**src/rtl/myo_spi_sequencer.sv**
```systemverilog
// myo_spi_sequencer: sweeps a fixed-length SPI frame over each enabled motor
// board. It drives one shared SPI master through its wren/write_ack/di_req
// handshake and reports received words, per-channel timeouts and sweep
// completion.
module myo_spi_sequencer #(
    parameter int DATA_WIDTH   = 16,
    parameter int NUM_CHANNELS = 4,
    parameter int FRAME_WORDS  = 12,
    parameter int SS_SETUP     = 4,
    parameter int SS_HOLD      = 4,
    parameter int SS_GAP       = 8,
    parameter int TIMEOUT      = 4096,
    localparam int CH_W = (NUM_CHANNELS > 1) ? $clog2(NUM_CHANNELS) : 1
) (
    input  logic                    clock,
    input  logic                    reset_n,
    input  logic                    start,
    input  logic [NUM_CHANNELS-1:0] channel_enable,
    input  logic [DATA_WIDTH-1:0]   tx_word,
    output logic [CH_W-1:0]         tx_channel,
    output logic [7:0]              tx_index,
    input  logic                    di_req,
    input  logic                    write_ack,
    input  logic                    data_read_valid,
    input  logic [DATA_WIDTH-1:0]   data_read,
    output logic [DATA_WIDTH-1:0]   Word,
    output logic                    wren,
    output logic [NUM_CHANNELS-1:0] ss_n,
    output logic                    rx_valid,
    output logic [CH_W-1:0]         rx_channel,
    output logic [7:0]              rx_index,
    output logic [DATA_WIDTH-1:0]   rx_data,
    output logic                    busy,
    output logic                    done,
    output logic [NUM_CHANNELS-1:0] error
);

    // One shared counter times setup/hold/gap and the inactivity timeout.
    localparam int CNT_W = $clog2(TIMEOUT + SS_SETUP + SS_HOLD + SS_GAP + 1);

    typedef enum logic [2:0] {
        S_IDLE     = 3'd0,
        S_SETUP    = 3'd1,
        S_LOAD     = 3'd2,
        S_WAIT_REQ = 3'd3,
        S_DRAIN    = 3'd4,
        S_HOLD     = 3'd5,
        S_GAP      = 3'd6
    } state_e;

    // Lowest set bit of mask at or above 'from'; MSB of the result is "found".
    function automatic logic [CH_W:0] find_ch(input logic [NUM_CHANNELS-1:0] mask, input int from);
        logic [CH_W:0] res;
        res = '0;
        for (int i = NUM_CHANNELS - 1; i >= 0; i--) begin
            if ((i >= from) && mask[i]) begin
                res = {1'b1, CH_W'(i)};
            end else begin
                res = res;
            end
        end
        return res;
    endfunction

    // Active-low select vector with only channel ch driven low.
    function automatic logic [NUM_CHANNELS-1:0] sel_n(input logic [CH_W-1:0] ch);
        logic [NUM_CHANNELS-1:0] v;
        for (int i = 0; i < NUM_CHANNELS; i++) begin
            v[i] = (CH_W'(i) != ch);
        end
        return v;
    endfunction

    state_e                  state_q, state_d;
    logic [CNT_W-1:0]        cnt_q, cnt_d;
    logic [CH_W-1:0]         ch_q, ch_d;
    logic [NUM_CHANNELS-1:0] ena_q, ena_d;
    logic [7:0]              tx_idx_q, tx_idx_d;
    logic [8:0]              rx_cnt_q, rx_cnt_d;
    logic [DATA_WIDTH-1:0]   word_q, word_d;
    logic                    wren_q, wren_d;
    logic [NUM_CHANNELS-1:0] ss_n_q, ss_n_d;
    logic                    rx_valid_q, rx_valid_d;
    logic [CH_W-1:0]         rx_channel_q, rx_channel_d;
    logic [7:0]              rx_index_q, rx_index_d;
    logic [DATA_WIDTH-1:0]   rx_data_q, rx_data_d;
    logic                    busy_q, busy_d;
    logic                    done_q, done_d;
    logic [NUM_CHANNELS-1:0] error_q, error_d;
    logic                    start_q, start_d;

    logic                    start_rise_s;
    logic                    in_frame_s;
    logic                    active_s;
    logic                    event_s;
    logic                    tmo_s;
    logic [CH_W:0]           pick_s;
    logic [8:0]              tx_next_s;

    // Next-state, datapath and output computation for the sweep sequencer.
    always_comb begin
        state_d      = state_q;
        ch_d         = ch_q;
        ena_d        = ena_q;
        tx_idx_d     = tx_idx_q;
        rx_cnt_d     = rx_cnt_q;
        word_d       = word_q;
        wren_d       = wren_q;
        ss_n_d       = ss_n_q;
        rx_valid_d   = 1'b0;
        rx_channel_d = rx_channel_q;
        rx_index_d   = rx_index_q;
        rx_data_d    = rx_data_q;
        busy_d       = busy_q;
        done_d       = 1'b0;
        error_d      = error_q;
        start_d      = start;
        pick_s       = '0;
        cnt_d        = cnt_q;

        start_rise_s = start && !start_q;
        in_frame_s   = (state_q == S_SETUP) || (state_q == S_LOAD) ||
                       (state_q == S_WAIT_REQ) || (state_q == S_DRAIN);
        active_s     = (state_q == S_LOAD) || (state_q == S_WAIT_REQ) || (state_q == S_DRAIN);
        event_s      = active_s && (write_ack || data_read_valid);
        tmo_s        = (cnt_q == CNT_W'(TIMEOUT - 1)) && !event_s;
        tx_next_s    = {1'b0, tx_idx_q} + 9'd1;

        // Received words are only meaningful while a slave is selected.
        if (in_frame_s && data_read_valid) begin
            rx_valid_d   = 1'b1;
            rx_data_d    = data_read;
            rx_index_d   = rx_cnt_q[7:0];
            rx_channel_d = ch_q;
            rx_cnt_d     = rx_cnt_q + 9'd1;
        end else begin
            rx_valid_d   = 1'b0;
        end

        case (state_q)
            S_IDLE: begin
                if (start_rise_s) begin
                    ena_d   = channel_enable;
                    error_d = '0;
                    pick_s  = find_ch(channel_enable, 0);
                    if (pick_s[CH_W]) begin
                        ch_d     = pick_s[CH_W-1:0];
                        ss_n_d   = sel_n(pick_s[CH_W-1:0]);
                        busy_d   = 1'b1;
                        tx_idx_d = 8'd0;
                        rx_cnt_d = 9'd0;
                        state_d  = S_SETUP;
                    end else begin
                        done_d   = 1'b1;
                    end
                end else begin
                    state_d = S_IDLE;
                end
            end
            S_SETUP: begin
                if (cnt_q == CNT_W'(SS_SETUP - 1)) begin
                    word_d  = tx_word;
                    wren_d  = 1'b1;
                    state_d = S_LOAD;
                end else begin
                    state_d = S_SETUP;
                end
            end
            S_LOAD: begin
                // Acknowledge wins over any simultaneous request; the request
                // is taken from WAIT_REQ on the following cycle.
                if (write_ack) begin
                    wren_d   = 1'b0;
                    tx_idx_d = tx_next_s[7:0];
                    state_d  = (tx_next_s >= 9'(FRAME_WORDS)) ? S_DRAIN : S_WAIT_REQ;
                end else if (tmo_s) begin
                    wren_d         = 1'b0;
                    error_d[ch_q]  = 1'b1;
                    state_d        = S_HOLD;
                end else begin
                    state_d = S_LOAD;
                end
            end
            S_WAIT_REQ: begin
                if (di_req) begin
                    word_d  = tx_word;
                    wren_d  = 1'b1;
                    state_d = S_LOAD;
                end else if (tmo_s) begin
                    error_d[ch_q] = 1'b1;
                    state_d       = S_HOLD;
                end else begin
                    state_d = S_WAIT_REQ;
                end
            end
            S_DRAIN: begin
                if (rx_cnt_d >= 9'(FRAME_WORDS)) begin
                    state_d = S_HOLD;
                end else if (tmo_s) begin
                    error_d[ch_q] = 1'b1;
                    state_d       = S_HOLD;
                end else begin
                    state_d = S_DRAIN;
                end
            end
            S_HOLD: begin
                if (cnt_q == CNT_W'(SS_HOLD - 1)) begin
                    ss_n_d  = '1;
                    state_d = S_GAP;
                end else begin
                    state_d = S_HOLD;
                end
            end
            S_GAP: begin
                if (cnt_q == CNT_W'(SS_GAP - 1)) begin
                    pick_s = find_ch(ena_q, int'(ch_q) + 1);
                    if (pick_s[CH_W]) begin
                        ch_d     = pick_s[CH_W-1:0];
                        ss_n_d   = sel_n(pick_s[CH_W-1:0]);
                        tx_idx_d = 8'd0;
                        rx_cnt_d = 9'd0;
                        state_d  = S_SETUP;
                    end else begin
                        busy_d   = 1'b0;
                        done_d   = 1'b1;
                        state_d  = S_IDLE;
                    end
                end else begin
                    state_d = S_GAP;
                end
            end
            default: begin
                state_d = S_IDLE;
                wren_d  = 1'b0;
                ss_n_d  = '1;
                busy_d  = 1'b0;
            end
        endcase

        // The counter restarts on every state entry and on SPI activity.
        if (state_d != state_q) begin
            cnt_d = '0;
        end else if (state_q == S_IDLE) begin
            cnt_d = '0;
        end else if (event_s) begin
            cnt_d = '0;
        end else begin
            cnt_d = cnt_q + CNT_W'(1);
        end
    end

    // State and output registers with asynchronous active-low reset.
    always_ff @(posedge clock or negedge reset_n) begin
        if (!reset_n) begin
            state_q      <= S_IDLE;
            cnt_q        <= '0;
            ch_q         <= '0;
            ena_q        <= '0;
            tx_idx_q     <= 8'd0;
            rx_cnt_q     <= 9'd0;
            word_q       <= '0;
            wren_q       <= 1'b0;
            ss_n_q       <= '1;
            rx_valid_q   <= 1'b0;
            rx_channel_q <= '0;
            rx_index_q   <= 8'd0;
            rx_data_q    <= '0;
            busy_q       <= 1'b0;
            done_q       <= 1'b0;
            error_q      <= '0;
            start_q      <= 1'b0;
        end else begin
            state_q      <= state_d;
            cnt_q        <= cnt_d;
            ch_q         <= ch_d;
            ena_q        <= ena_d;
            tx_idx_q     <= tx_idx_d;
            rx_cnt_q     <= rx_cnt_d;
            word_q       <= word_d;
            wren_q       <= wren_d;
            ss_n_q       <= ss_n_d;
            rx_valid_q   <= rx_valid_d;
            rx_channel_q <= rx_channel_d;
            rx_index_q   <= rx_index_d;
            rx_data_q    <= rx_data_d;
            busy_q       <= busy_d;
            done_q       <= done_d;
            error_q      <= error_d;
            start_q      <= start_d;
        end
    end

    assign tx_channel = ch_q;
    assign tx_index   = tx_idx_q;
    assign Word       = word_q;
    assign wren       = wren_q;
    assign ss_n       = ss_n_q;
    assign rx_valid   = rx_valid_q;
    assign rx_channel = rx_channel_q;
    assign rx_index   = rx_index_q;
    assign rx_data    = rx_data_q;
    assign busy       = busy_q;
    assign done       = done_q;
    assign error      = error_q;

endmodule

```
**config.mk**
```make
export PLATFORM = sky130hd
export DESIGN_NAME = myo_spi_sequencer
export DESIGN_NICKNAME = d
export VERILOG_FILES = /design/src/rtl/myo_spi_sequencer.sv
export SDC_FILE = /design/constraint.sdc
export NUM_CORES = 1
export LEC_CHECK = 0
export ABC_AREA = 1
export CAP_MARGIN = 15
export CORE_MARGIN = 8
export CORE_UTILIZATION = 50
export DETAILED_ROUTE_END_ITERATION = 12
export GPL_TIMING_DRIVEN = 0
export PLACE_DENSITY = 0.85
export SYNTH_ARGS = -nofsm -noshare
export SYNTH_HDL_FRONTEND = slang
export SYNTH_SLANG_ARGS = --single-unit
```
**constraint.sdc**
```tcl
create_clock -name clock -period 2.6 [get_ports clock]
set_input_delay 0.26 -clock clock [delete_from_list [all_inputs] [get_ports clock]]
set_output_delay 0.26 -clock clock [all_outputs]
set_load 0.02 [all_outputs]
```
# Yosys cells after proc, flatten, opt, wreduce, memory -nomap -nowiden
# Cells that the tools add are included.
totals:
  register_bits: 94
  in_bits: 42
  out_inout_bits: 64
  word_cells: 176
classes:
  addsub: 4
  n_lt_le_gt_ge: 8
  eq_ne: 29
  mux: 79
  bitwise_logic: 4
  n_reduce_logical: 35
ops:
  columns: ["operator", "count"]
  rows:
  - ["2-to-1 mux 3 bit", 20]
  - ["2-to-1 mux 9 bit", 5]
  - ["2-to-1 mux 4 bit", 10]
  - ["2-to-1 mux 8 bit", 5]
  - ["2-to-1 mux 13 bit", 3]
  - ["2-to-1 mux 16 bit", 2]
  - ["case mux 16 bit (2 select lines)", 1]
  - ["case mux 4 bit (4 select lines)", 2]
  - ["case mux 8 bit (3 select lines)", 1]
  - ["inequality test 2 bit (second input constant)", 11]
  - ["case mux 3 bit (7 select lines)", 1]
  - ["greater-or-equal comparator 9 x 4 -> 1 bit (second input constant)", 2]
  - ["case mux 9 bit (2 select lines)", 1]
  - ["2-to-1 mux 1 bit", 17]
  - ["AND reduction 5 bit", 3]
  - ["adder 13 x 1 -> 13 bit (second input constant)", 1]
  - ["== test 13 x 12 -> 1 bit (second input constant)", 1]
  - ["== test 13 x 2 -> 1 bit (second input constant)", 1]
  - ["== test 13 x 3 -> 1 bit (second input constant)", 1]
  - ["2-to-1 mux 2 bit", 6]
  - ["AND reduction 6 bit", 2]
  - ["adder 8 x 1 -> 9 bit (second input constant)", 1]
  - ["adder 9 x 1 -> 9 bit (second input constant)", 1]
  - ["== test 3 bit (second input constant)", 3]
  - ["31 further kinds", 58]

# Logic depth before layout (Yosys ltp)
# Gate-level depths: netlist of the first run.
depth:
  depth_word: 14
  mapped_depth: 17
  ltp_nobuf: 16

# Worst setup path after synthesis of the first run
# OpenSTA, ideal clock, no wires.
synth_timing:
  kind: "register to register"
  start: "reg tx_idx_q[0] (netlist: tx_index[0])"
  end: "reg cnt_q[10]"
  setup_ns: 0.122
  t_arrival_ns: 1.849
  t_required_ns: 2.478
  setup_slack_ns: 0.629
  path_stages_with_launch: 13
  path_buffers: 1
  period_less_slack_ns: 1.971
  cell_sequence: "dfrtp_1 -> ha_1 -> nand3_1 -> nor2_1 -> xor2_1 -> nand3_1 -> nand2_1 -> a21oi_1 -> nand2_2 -> nand2_2 -> nand3_2 -> buf_6 -> nor2_2"
synth_between:
  elab_chain_len: 7
synth_lines:
  columns: ["item", "line_no", "source"]
  rows:
  - ["from (decl)", "78", "logic [7:0] tx_idx_q, tx_idx_d;"]
  - ["from (signal assigned)", "277", "tx_idx_q <= tx_idx_d;"]
  - ["adder 8 x 1 -> 9 bit", "127", "tx_next_s = {1'b0, tx_idx_q} + 9'd1;"]
  - ["greater-or-equal comparator 9 x 4 -> 1 bit", "175", "state_d = (tx_next_s >= 9'(FRAME_WORDS)) ? S_DRAIN : S_WAIT_REQ;"]
  - ["2-to-1 mux 3 bit", "175", null]
  - ["2-to-1 mux 3 bit", "172", "if (write_ack) begin"]
  - ["case mux 3 bit (7 select lines)", "140", "case (state_q)"]
  - ["net state_d[0]", "74", "state_e state_q, state_d;"]
  - ["inequality test 3 bit", "241", "if (state_d != state_q) begin"]
  - ["2-to-1 mux 13 bit", "241", null]
  - ["net cnt_d[10]", "75", "logic [CNT_W-1:0] cnt_q, cnt_d;"]
  - ["to (signal assigned)", "274", "cnt_q <= cnt_d;"]
  - ["to (decl)", "75", null]
# The timed path passes the listed nets, and every way through them passes these cells.
# A chain may end at the register's enable or synchronous reset.

# Worst setup path after layout of the first run
layout_timing:
  start: "reg cnt_q[0]"
  end: "reg tx_idx_q[1] (netlist: tx_index[1])"
layout_between:
  elab_chain_len: 3
layout_lines:
  columns: ["item", "line_no", "source"]
  rows:
  - ["== test 13 x 3 -> 1 bit", "215", "if (cnt_q == CNT_W'(SS_GAP - 1)) begin"]
  - ["inequality test 2 bit (no line)", null, null]
  - ["AND reduction 6 bit (no line)", null, null]
# No other way between the ends.

==> metrics.txt, run 1 <==
status=completed; Iter 0 DRT Violations=391; GPL Wtd Cong=approximately 0.92; simple-gate area share of the yosys netlist=32.9%; DRT Pass-1 Iters=5; PnR worst setup slack=approximately 0.19 ns; initial antenna violation count=0; number of setup buffers added after CTS=0; fraction of the mapped netlist area in adder cells=0.811%; Seq. cell area=about 0.0023 sq mm; data arrival time of the critical path=between 2 and 3 ns; mux contribution to synthesized area=0%; Sw Ratio=between 40% and 50%; initial cell density of the core=between 50% and 60%; HPWL after detailed placement=between 8000 and 9000 microns; post-synthesis cell count=608; dpl cells=825; critical path, cell by cell=ha_1 -> nand2_1 -> inv_1 -> nand2_1 -> nor2_1 -> nand2_1 -> nand2_1 -> nand2_1 -> nor3_1 -> nand2_1 -> nand2_1 -> inv_1 -> a22o_1; number of distinct library cells after synthesis=38; Max Cap Violations=0; Core Area=a little over 0.009 sq mm; CTS root buf=clkbuf_8; Die Span X=112 microns; Cell Rows=35; Setup Crit Path Kind=flop to flop; commonest non-fill, non-tap cells in the layout=nand2_1, clkdlybuf4s50_1, dfrtp_1; fmax=around 420 MHz; number of global-route vias before repair=4527; Hold WC Path Type=primary input to flop; total power=between 6 and 7 mW; CTS Buf Count=9; final setup fails=0; Lkg Pwr=2.98 nW; WL per Instance=approximately 14 microns; register area share after synthesis=roughly 50%; Clock power frac=13.9%; largest family of logic cells by synthesized area=simple AND/OR/NAND/NOR gates; nets=around 770; Total Routing Usage GR=roughly a fifth; peak supply drop=between 700 and 800 uV; DRC viols=0; Crit Path Max Fanout=7; Flop pwr share=between 30% and 40%; cell area after synthesis=between 0.004 and 0.005 sq mm; CTS tree=yes; diodes inserted=0; Die Footprint=0.0126 sq mm; average cell area after synthesis=between 7 and 8 sq um; CP endpoint kind=flop; grt total ovfl=0; number of port buffers=about 110; max_slew headroom=66.3%; xor/xnor share of the synthesized area=less than 1%; slew of the pin with the lowest slew margin=~0.50 ns; P_sw=about 3.0 mW; fin crit share=between 90% and 100%; share of cells above drive strength 1=7.66%; Internal=~3.6 mW; Final Non-Filler Cells=about 840; Ports=between 100 and 150; Multi-input gate area=a little under 0.002 sq mm; global-route wire length before repair=around 20000 microns; Layout area overhead=30.6%; worst skew pair latency=~0.37 ns; Worst path max stage delay=just under 0.4 ns; complex-gate fraction of the synthesized area=~7.4%; largest net degree at the start of global routing=57; post-layout min period=2.41 ns; Final Hold Violating Endpoints=0; Post-Syn Nets=about 650; antenna-violating nets left=0; worst slack at placement=around 0.21 ns; # clock sinks=between 90 and 100; CP max stage cell=dfrtp_1; fin. max-slew vios=0; Yosys reg bits=93; number of synthesis warnings=0; Filler cells=between 700 and 800; DR vias=about 4300; H-tree levels=3; Clock Path Buffers=2; Startpoint Class=flop; clock edge transition at the registers on the reported setup and hold paths=roughly 0.10 ns; WHS=0.371 ns; die height=around 110 microns; drt via density=roughly 5; Worst path most repeated cell=nand2_1; Clock Skews=~0.014 ns; PwrDens=about 1100 mW/mm^2; Critical Path RT=2.87 ns; RSZ-0062 raised after global routing=false; drt total wl=~12000 microns; Comb power frac=approximately 52%; commonest non-fill, non-tap cell in the layout=nand2_1
==> power groups by stage <==
stage | Combinational [mW] | Sequential, mW | Clock (mW)
after floorplan | 1.65 | 2.72 | 0
after global placement | 3.36 | 2.27 | 0
after detailed placement | 3.47 | 2.29 | 0
after CTS | 3.49 | 2.27 | 0.952
after global routing | 3.81 | 2.33 | 1.00
final | 3.46 | 2.27 | 0.927
==> state kept, by name, indices dropped and copies added, names as in the netlist, 2 cells and up <==
name        cells
tx_channel      2
rx_data        16
Word           16
ss_n            4
rx_cnt_q        9
cnt_q          13
state_q         3
error           4
tx_index        8
rx_channel      2
rx_index        8
ena_q           3
==> cell families after synthesis <==
| logic type | Yosys count |
|---|---|
| AOI/OAI and AO/OA | 60 |
| DFF | 93 |
| and+or+nand+nor | 361 |
| adders and majority gates | 3 |
| buffers and inverters | 86 |
| xor gates and xnor gates | 5 |
==> final timing paths <==
check	startpoint	cells past startpoint	slack, ns	endpoint
worst min register to register	rx_data[5]$_DFFE_PN0N_	2	0.49	rx_data[5]$_DFFE_PN0N_
max in group asynchronous	reset_n	3	1.57	cnt_q[1]$_DFF_PN0_
worst max register to register	cnt_q[0]$_DFF_PN0_	13	0.19	tx_index[1]$_DFFE_PN0P_
worst min-delay path	start	1	0.37	start_q$_DFF_PN0_
min in group asynchronous	reset_n	2	0.39	rx_data[7]$_DFFE_PN0N_
worst max-delay path	cnt_q[0]$_DFF_PN0_	13	0.19	tx_index[1]$_DFFE_PN0P_
==> critical path, delay by kind of cell (launching register included) <==
| family | cells | cell delay (ns) |
|---|---|---|
| flops | 1 | 0.39 |
| simple gates | 9 | 1.31 |
| compound gates | 1 | 0.18 |
| fa+ha+maj | 1 | 0.23 |
| buf+inv | 2 | 0.19 |
==> synthesized netlist by cell type <==
| cell type | count | area, sq um |
|---|---|---|
| a211oi_1 | 1 | 7.51 |
| a21oi_1 | 15 | 75.1 |
| a221oi_1 | 1 | 8.76 |
| a22o_1 | 1 | 8.76 |
| a32oi_1 | 1 | 8.76 |
| a41oi_1 | 3 | 26.3 |
| buf_2 | 2 | 10.0 |
| buf_6 | 3 | 33.8 |
| clkbuf_1 | 7 | 26.3 |
| clkinv_1 | 1 | 3.75 |
| dfrtp_1 | 89 | 2230 |
| dfstp_2 | 4 | 105 |
| ha_1 | 3 | 37.5 |
| inv_1 | 71 | 267 |
| inv_2 | 1 | 3.75 |
| inv_4 | 1 | 6.26 |
| nand2_1 | 227 | 852 |
| nand2_2 | 5 | 31.3 |
| nand2_4 | 3 | 33.8 |
| nand3_1 | 33 | 165 |
| nand3_2 | 2 | 20.0 |
| nand3b_1 | 1 | 7.51 |
| nand4_1 | 11 | 68.8 |
| nor2_1 | 60 | 225 |
| nor2_2 | 12 | 75.1 |
| nor2_4 | 1 | 11.3 |
| nor3_1 | 3 | 15.0 |
| nor3b_1 | 1 | 7.51 |
| o211ai_1 | 1 | 7.51 |
| o21a_1 | 1 | 7.51 |
| o21ai_0 | 28 | 140 |
| o21ai_1 | 2 | 10.0 |
| o21bai_1 | 1 | 7.51 |
| o22ai_1 | 4 | 25.0 |
| o32ai_1 | 1 | 8.76 |
| or2_2 | 2 | 12.5 |
| xnor2_1 | 2 | 17.5 |
| xor2_1 | 3 | 26.3 |
==> cell type report <==
| type | instances | share of cell area (%) |
|---|---|---|
| Timing Repair Buffer | 107 | 18.0 |
| Clock inverter | 7 | 1.03 |
| Buffer | 12 | 1.16 |
| Inverter | 74 | 4.63 |
| Clock buffer | 9 | 2.05 |
| Multi-Input combinational cell | 429 | 32.3 |
| Tap cell | 111 | 2.30 |
| Sequential cell | 93 | 38.6 |
==> metrics by stage <==
stage | utilization [%] | cell area [sq um] | TNS (ns)
after global routing | 66.4 | 6050 | 0
final | 66.4 | 6050 | 0
after global placement | 63.9 | 5820 | -190.59
after floorplan | - | 4630 | 0
after detailed placement | 64.2 | 5850 | 0
after CTS | 66.3 | 6040 | 0
==> repair_timing <==
action	4_1_cts	5_1_grt
hold buffers	1	0
hold endpoints to repair	33	0
gates resized for setup	0	2
endpoints found under the setup margin	0	10
==> metal layers <==
layer | wire length, microns | GRT usage, % | vias up
li1 | - | - | 2143
met5 | 0 | 0 | -
met4 | 194 | 6.83 | 0
met3 | 987 | 6.44 | 23
met2 | 5660 | 32.6 | 160
met1 | 4710 | 20.7 | 2012
No activity file was read; power rests on OpenSTA's default activity.
==> run 2: changes to the inputs <==
--- a/config.mk
+++ b/config.mk
@@ -7,6 +7,7 @@
 export LEC_CHECK = 0
 export ABC_AREA = 1
 export CAP_MARGIN = 15
+export CORE_ASPECT_RATIO = 0.7
 export CORE_MARGIN = 8
 export CORE_UTILIZATION = 50
 export DETAILED_ROUTE_END_ITERATION = 12
==> run 2 against run 1 <==
Die area is 0.39% higher; first-iteration DRC count is 2.3% lower; sequential power hardly changed; sequential share of layout area is 1.1 points lower; clock power is 65% higher; clock-buffer cell count is 1 higher; largest cell class unchanged; largest power group unchanged.
==> metrics.txt, run 2 (synthesis results as in run 1) <==
Total Routing Usage GR=18.9% (+0.13 points); Max Cap Violations=0 (unchanged); peak supply drop=870 uV (+22%); RSZ-0062 raised after global routing=false; Ports=106 (unchanged); P_sw=3.00 mW (-0.28%); Seq. cell area=0.00233 sq mm (unchanged); H-tree levels=3 (unchanged); PwrDens=1160 mW/mm^2 (+5.9%); Final Hold Violating Endpoints=0 (unchanged); WL per Instance=13.4 microns (-2.3%); fmax=431 MHz (+3.8%); CP max stage cell=dfrtp_1; grt total ovfl=0 (unchanged); dpl cells=838 (+1.6%); initial cell density of the core=51.3% (+0.42 points); Internal=4.26 mW (+17%); diodes inserted=0 (unchanged); total power=7.26 mW (+9.1%); status=completed; Sw Ratio=41.3% (-3.9 points); Critical Path RT=2.83 ns (-0.04 ns); number of port buffers=105 (unchanged); commonest non-fill, non-tap cells in the layout=nand2_1, clkdlybuf4s50_1, dfrtp_1; Filler cells=707 (-6.7%); die height=96.5 microns (-14%); drt total wl=11500 microns (-0.82%); Clock Path Buffers=2 (unchanged); largest net degree at the start of global routing=66 (+16%); CTS root buf=clkbuf_16; PnR worst setup slack=0.279 ns (+0.0885 ns); Die Footprint=0.0126 sq mm (+0.39%); CTS Buf Count=9 (unchanged); data arrival time of the critical path=2.55 ns (-0.13 ns); fin crit share=89.3% (-3.4 points); Comb power frac=47.5% (-4.5 points); Clock Skews=0.00826 ns (-0.00605 ns); DRT Pass-1 Iters=6 (+1); Startpoint Class=flop; critical path, cell by cell=ha_1 -> nand3_1 -> nor2_2 -> nand3_1 -> nor2_1 -> inv_1 -> nor2_1 -> o21ai_0 -> nor2_1 -> nand3_1 -> nand3_2 -> buf_6 -> nor2_2; nets=771 (unchanged); HPWL after detailed placement=8660 microns (-0.92%); Die Span X=131 microns (+17%); worst skew pair latency=0.34 ns (-0.03 ns); number of global-route vias before repair=4114 (-9.1%); Final Util=69.0% (+2.6 points); Top delay family on crit path=simple AND/OR/NAND/NOR gates; global-route wire length before repair=19100 microns (-4.6%); fin. max-slew vios=0 (unchanged); Layout area overhead=34.6%; CTS tree=yes; Iter 0 DRT Violations=382 (-2.3%); Multi-input gate area=0.00195 sq mm (-0.13%); Cell Rows=29 (-17%); initial antenna violation count=0 (unchanged); antenna-violating nets left=0 (unchanged); Setup Crit Path Kind=flop to flop; Lkg Pwr=3.07 nW (+2.9%); GPL Wtd Cong=0.909 (-1.3%); max_slew headroom=67.9% (+1.6 points); slew of the pin with the lowest slew margin=0.481 ns (-0.0216 ns); Core Area=0.00903 sq mm (-0.81%); Final Non-Filler Cells=855 (+1.5%); CP bufs+invs=2 (unchanged); Hold WC Path Type=primary input to async pin; Clock power frac=21.1% (+7.2 points); post-layout min period=2.32 ns (-0.0885 ns); final setup fails=0 (unchanged); clock edge transition at the registers on the reported setup and hold paths=0.06 ns (-0.04 ns); DRC viols=0 (unchanged); DR vias=4336 (-0.046%); Worst path max stage delay=0.38 ns (about the same); CP endpoint kind=flop; share of cells above drive strength 1=7.52% (-0.14 points); drt via density=5.07 (-1.6%); Flop pwr share=31.4% (-2.7 points); # clock sinks=93 (unchanged); worst slack at placement=0.206 ns (-0.00110 ns); commonest non-fill, non-tap cell in the layout=nand2_1; Crit Path Max Fanout=10 (+3)
## run 2: cell count changes in the layout (fill, tap and decap cells not counted), sizes merged
cell / delta
clkinvlp: -2
inv: -2
bufinv: +3
clkbuf: +1
## run 2: final timing paths
path / start / slack [ns] / to / cells after the start
worst max-delay path: cnt_q[0]$_DFF_PN0_ / 0.28 / cnt_q[3]$_DFF_PN0_ / 13
worst min-delay path: reset_n / 0.39 / rx_data[5]$_DFFE_PN0N_ / 2
worst max register to register: cnt_q[0]$_DFF_PN0_ / 0.28 / cnt_q[3]$_DFF_PN0_ / 13
worst min register to register: ena_q[3]$_DFFE_PN0P_ / 0.48 / ena_q[3]$_DFFE_PN0P_ / 2
max in group asynchronous: reset_n / 1.52 / ss_n[0]$_DFFE_PN1P_ / 3
min in group clock: start / 0.42 / start_q$_DFF_PN0_ / 1
## run 2: final cells by class
class | count | share of cell area, %
tap | 124 | 2.49
multi-input combinational | 429 | 31.3
clock inverter | 6 | 1.89
timing repair buffer | 107 | 17.4
clock buffer | 10 | 3.84
inverter | 74 | 4.50
sequential | 93 | 37.4
buffer | 12 | 1.12
## run 2: repair_timing
item | CTS | global route
gates resized for setup | 0 | 1
endpoints found under the hold margin | 28 | 0
buffers inserted | 0 | 0
hold buffers | 1 | 0
endpoints found under the setup margin | 0 | 10
## run 2: worst register-to-register path, stage by stage, from the launching register on
cell and delay [ns]:
dfrtp_1 0.38, ha_1 0.22, nand3_1 0.13, nor2_2 0.18, nand3_1 0.12, nor2_1 0.14
inv_1 0.07, nor2_1 0.17, o21ai_0 0.12, nor2_1 0.17, nand3_1 0.11, nand3_2 0.16
buf_6 0.19, nor2_2 0.04
## run 2: power groups by stage
stage | clock network [mW] | registers [mW] | logic [mW]
final | 1.53 | 2.28 | 3.45
after global routing | 1.63 | 2.34 | 3.83
after CTS | 1.57 | 2.28 | 3.48
after detailed placement | 0 | 2.29 | 3.45
after global placement | 0 | 2.28 | 3.39
after floorplan | 0 | 2.72 | 1.65
## run 2: stage by stage
stage / area [sq um] / hold slack [ns] / TNS, ns
after global placement: 5840 / 0.461 / -182.85
after global routing: 6230 / 0.419 / 0
after floorplan: 4630 / -0.0356 / 0
final: 6230 / 0.392 / 0
after CTS: 6230 / 0.381 / 0
after detailed placement: 5860 / 0.209 / 0
## run 2: routing by layer
layer  track usage (%)  wire length, microns
met5                 0                     0
met2              30.4                  5260
met3              6.03                   945
met1              24.2                  5140
met4              5.14                   116
==> run 3: changes to the inputs <==
--- a/config.mk
+++ b/config.mk
@@ -10,9 +10,10 @@
 export CORE_ASPECT_RATIO = 0.7
 export CORE_MARGIN = 8
 export CORE_UTILIZATION = 50
+export CTS_CLUSTER_SIZE = 25
 export DETAILED_ROUTE_END_ITERATION = 12
 export GPL_TIMING_DRIVEN = 0
-export PLACE_DENSITY = 0.85
+export PLACE_DENSITY = 0.8
 export SYNTH_ARGS = -nofsm -noshare
 export SYNTH_HDL_FRONTEND = slang
 export SYNTH_SLANG_ARGS = --single-unit
==> run 3 against run 2 <==
Routed wire length rose by 2.3%; non-clock buffer count stayed put; critical endpoint is now cnt_q[10]$_DFF_PN0_; global-route usage is essentially flat; total power increased by 0.89%; final cell count did not move; sequential cell count is the same; critical path depth did not move; register-to-register slack better by 0.03 ns; worst setup slack gained 0.026 ns.
==> metrics.txt, run 3 (synthesis results as in run 1) <==
status=completed; CTS Buf Count=9 (unchanged); Cell Rows=29 (unchanged); # clock sinks=93 (unchanged); HPWL after detailed placement=8730 microns (+0.79%); CTS root buf=clkbuf_16; commonest non-fill, non-tap cell in the layout=nand2_1; CTS tree=yes; nets=771 (unchanged); GPL Wtd Cong=0.916 (+0.74%); global-route wire length before repair=19100 microns (+0.33%); RSZ-0062 raised after global routing=false; DRC viols=0 (unchanged); diodes inserted=0 (unchanged); Ports=106 (unchanged); Clock Skews=0.00598 ns (-0.00228 ns); dpl cells=838 (unchanged); fin. max-slew vios=0 (unchanged); worst skew pair latency=0.34 ns (about the same); share of cells above drive strength 1=7.52% (unchanged); post-placement cell area=0.00586 sq mm (unchanged); antenna-violating nets left=0 (unchanged); CP max stage cell=dfrtp_1; Setup Crit Path Kind=flop to flop; Core Area=0.00903 sq mm (unchanged); fin crit share=88.3% (-0.99 points); DR vias=4239 (-2.2%); clock edge transition at the registers on the reported setup and hold paths=0.06 ns (about the same); H-tree levels=3 (unchanged); drt total wl=11700 microns (+2.3%); Critical Path RT=2.83 ns (about the same); commonest non-fill, non-tap cells in the layout=nand2_1, clkdlybuf4s50_1, dfrtp_1; critical path, cell by cell=ha_1 -> nand3_1 -> nor2_2 -> nand3_1 -> nor2_1 -> inv_1 -> nor2_1 -> o21ai_0 -> nor2_1 -> nand3_1 -> nand3_2 -> buf_6 -> nor2_2; Total Routing Usage GR=18.9% (about the same); final setup fails=0 (unchanged); largest net degree at the start of global routing=55 (-17%); slew of the pin with the lowest slew margin=0.540 ns (+0.0586 ns); Lkg Pwr=3.07 nW (+0.16%); post-layout min period=2.30 ns (-0.0257 ns); data arrival time of the critical path=2.52 ns (-0.03 ns); initial cell density of the core=51.3% (unchanged); design area=0.00623 sq mm (unchanged); Clock Path Buffers=2 (unchanged); number of port buffers=105 (unchanged); Worst path max stage delay=0.36 ns (-0.02 ns); DRT Pass-1 Iters=5 (-1); Final Hold Violating Endpoints=0 (unchanged); Crit Path Max Fanout=10 (unchanged); number of setup buffers added after CTS=0 (unchanged); number of global-route vias before repair=4191 (+1.9%); Startpoint Class=flop; CP endpoint kind=flop; drt via density=4.96 (-2.2%); PwrDens=1180 mW/mm^2 (+0.89%); initial antenna violation count=0 (unchanged); Die Footprint=0.0126 sq mm (unchanged); Max Cap Violations=0 (unchanged); Die Span X=131 microns (unchanged); WL per Instance=13.7 microns (+2.3%); max_slew headroom=63.8% (-4.1 points); die height=96.5 microns (unchanged); Hold WC Path Type=primary input to flop; fmax=436 MHz (+1.1%); grt total ovfl=0 (unchanged); peak supply drop=721 uV (-17%); Iter 0 DRT Violations=293 (-23%); Layout area overhead=34.6% (unchanged); Final Non-Filler Cells=855 (unchanged)
## run 3: power breakdown
group          switching [mW]  internal (mW)  total, mW
clock                   0.557          0.994       1.55
combinational            2.16           1.34       3.49
sequential              0.332           1.95       2.28
total                    3.05           4.28       7.32
## run 3: through the flow
step	hold WS (ns)	power, mW	setup slack, ns	setup TNS, ns	utilization (%)
after floorplan	-0.0356	4.37	0.629	0	-
after global placement	0.461	5.68	-2.14	-194.23	64.6
after detailed placement	0.278	5.78	0.203	0	64.9
after CTS	0.393	7.39	0.244	0	68.9
after global routing	0.401	7.83	0.0465	0	69.0
final	0.404	7.32	0.305	0	69.0
## run 3: final cells by class
| class | count | area, sq um |
|---|---|---|
| fillers | 713 | 2800 |
| clock buffers | 11 | 253 |
| inverters | 74 | 280 |
| repair buffers | 107 | 1090 |
| multi-input cells | 429 | 1950 |
| flip-flops and latches | 93 | 2330 |
| well taps | 124 | 155 |
| clock inverters | 5 | 104 |
| plain buffers | 12 | 70.1 |
## run 3: layer usage
layer  global-route usage, %  up-vias  part of all wire, %
li1                        -     2147                    -
met1                    24.1     1948                   46
met2                    31.1      129                   45
met3                    4.88       15                  7.1
met4                    5.71        0                  1.3
met5                       0        -                    0
## run 3: repair_timing
item / in CTS / in global routing
hold buffers: 1 / 0
endpoints found under the setup margin: 0 / 10
endpoints found under the hold margin: 39 / 0
gates resized for setup: 0 / 1
## run 3: worst max-delay path, delay by kind of cell, from the launching register on
kind | cells | cell delay (ns)
buffers and inverters | 2 | 0.26
and+or+nand+nor | 9 | 1.21
DFF | 1 | 0.36
adders and majority gates | 1 | 0.22
AOI/OAI and AO/OA | 1 | 0.12
## run 3: worst paths after layout
kind | start | to | slack (ns) | depth (start not counted)
worst max-delay path | cnt_q[0]$_DFF_PN0_ | cnt_q[10]$_DFF_PN0_ | 0.30 | 13
worst min-delay path | start | start_q$_DFF_PN0_ | 0.40 | 1
worst max register to register | cnt_q[0]$_DFF_PN0_ | cnt_q[10]$_DFF_PN0_ | 0.30 | 13
worst min register to register | rx_channel[0]$_DFFE_PN0N_ | rx_channel[0]$_DFFE_PN0N_ | 0.48 | 2
max in group asynchronous | reset_n | ss_n[3]$_DFFE_PN1P_ | 1.44 | 3
min in group asynchronous | reset_n | tx_index[3]$_DFFE_PN0P_ | 0.44 | 2
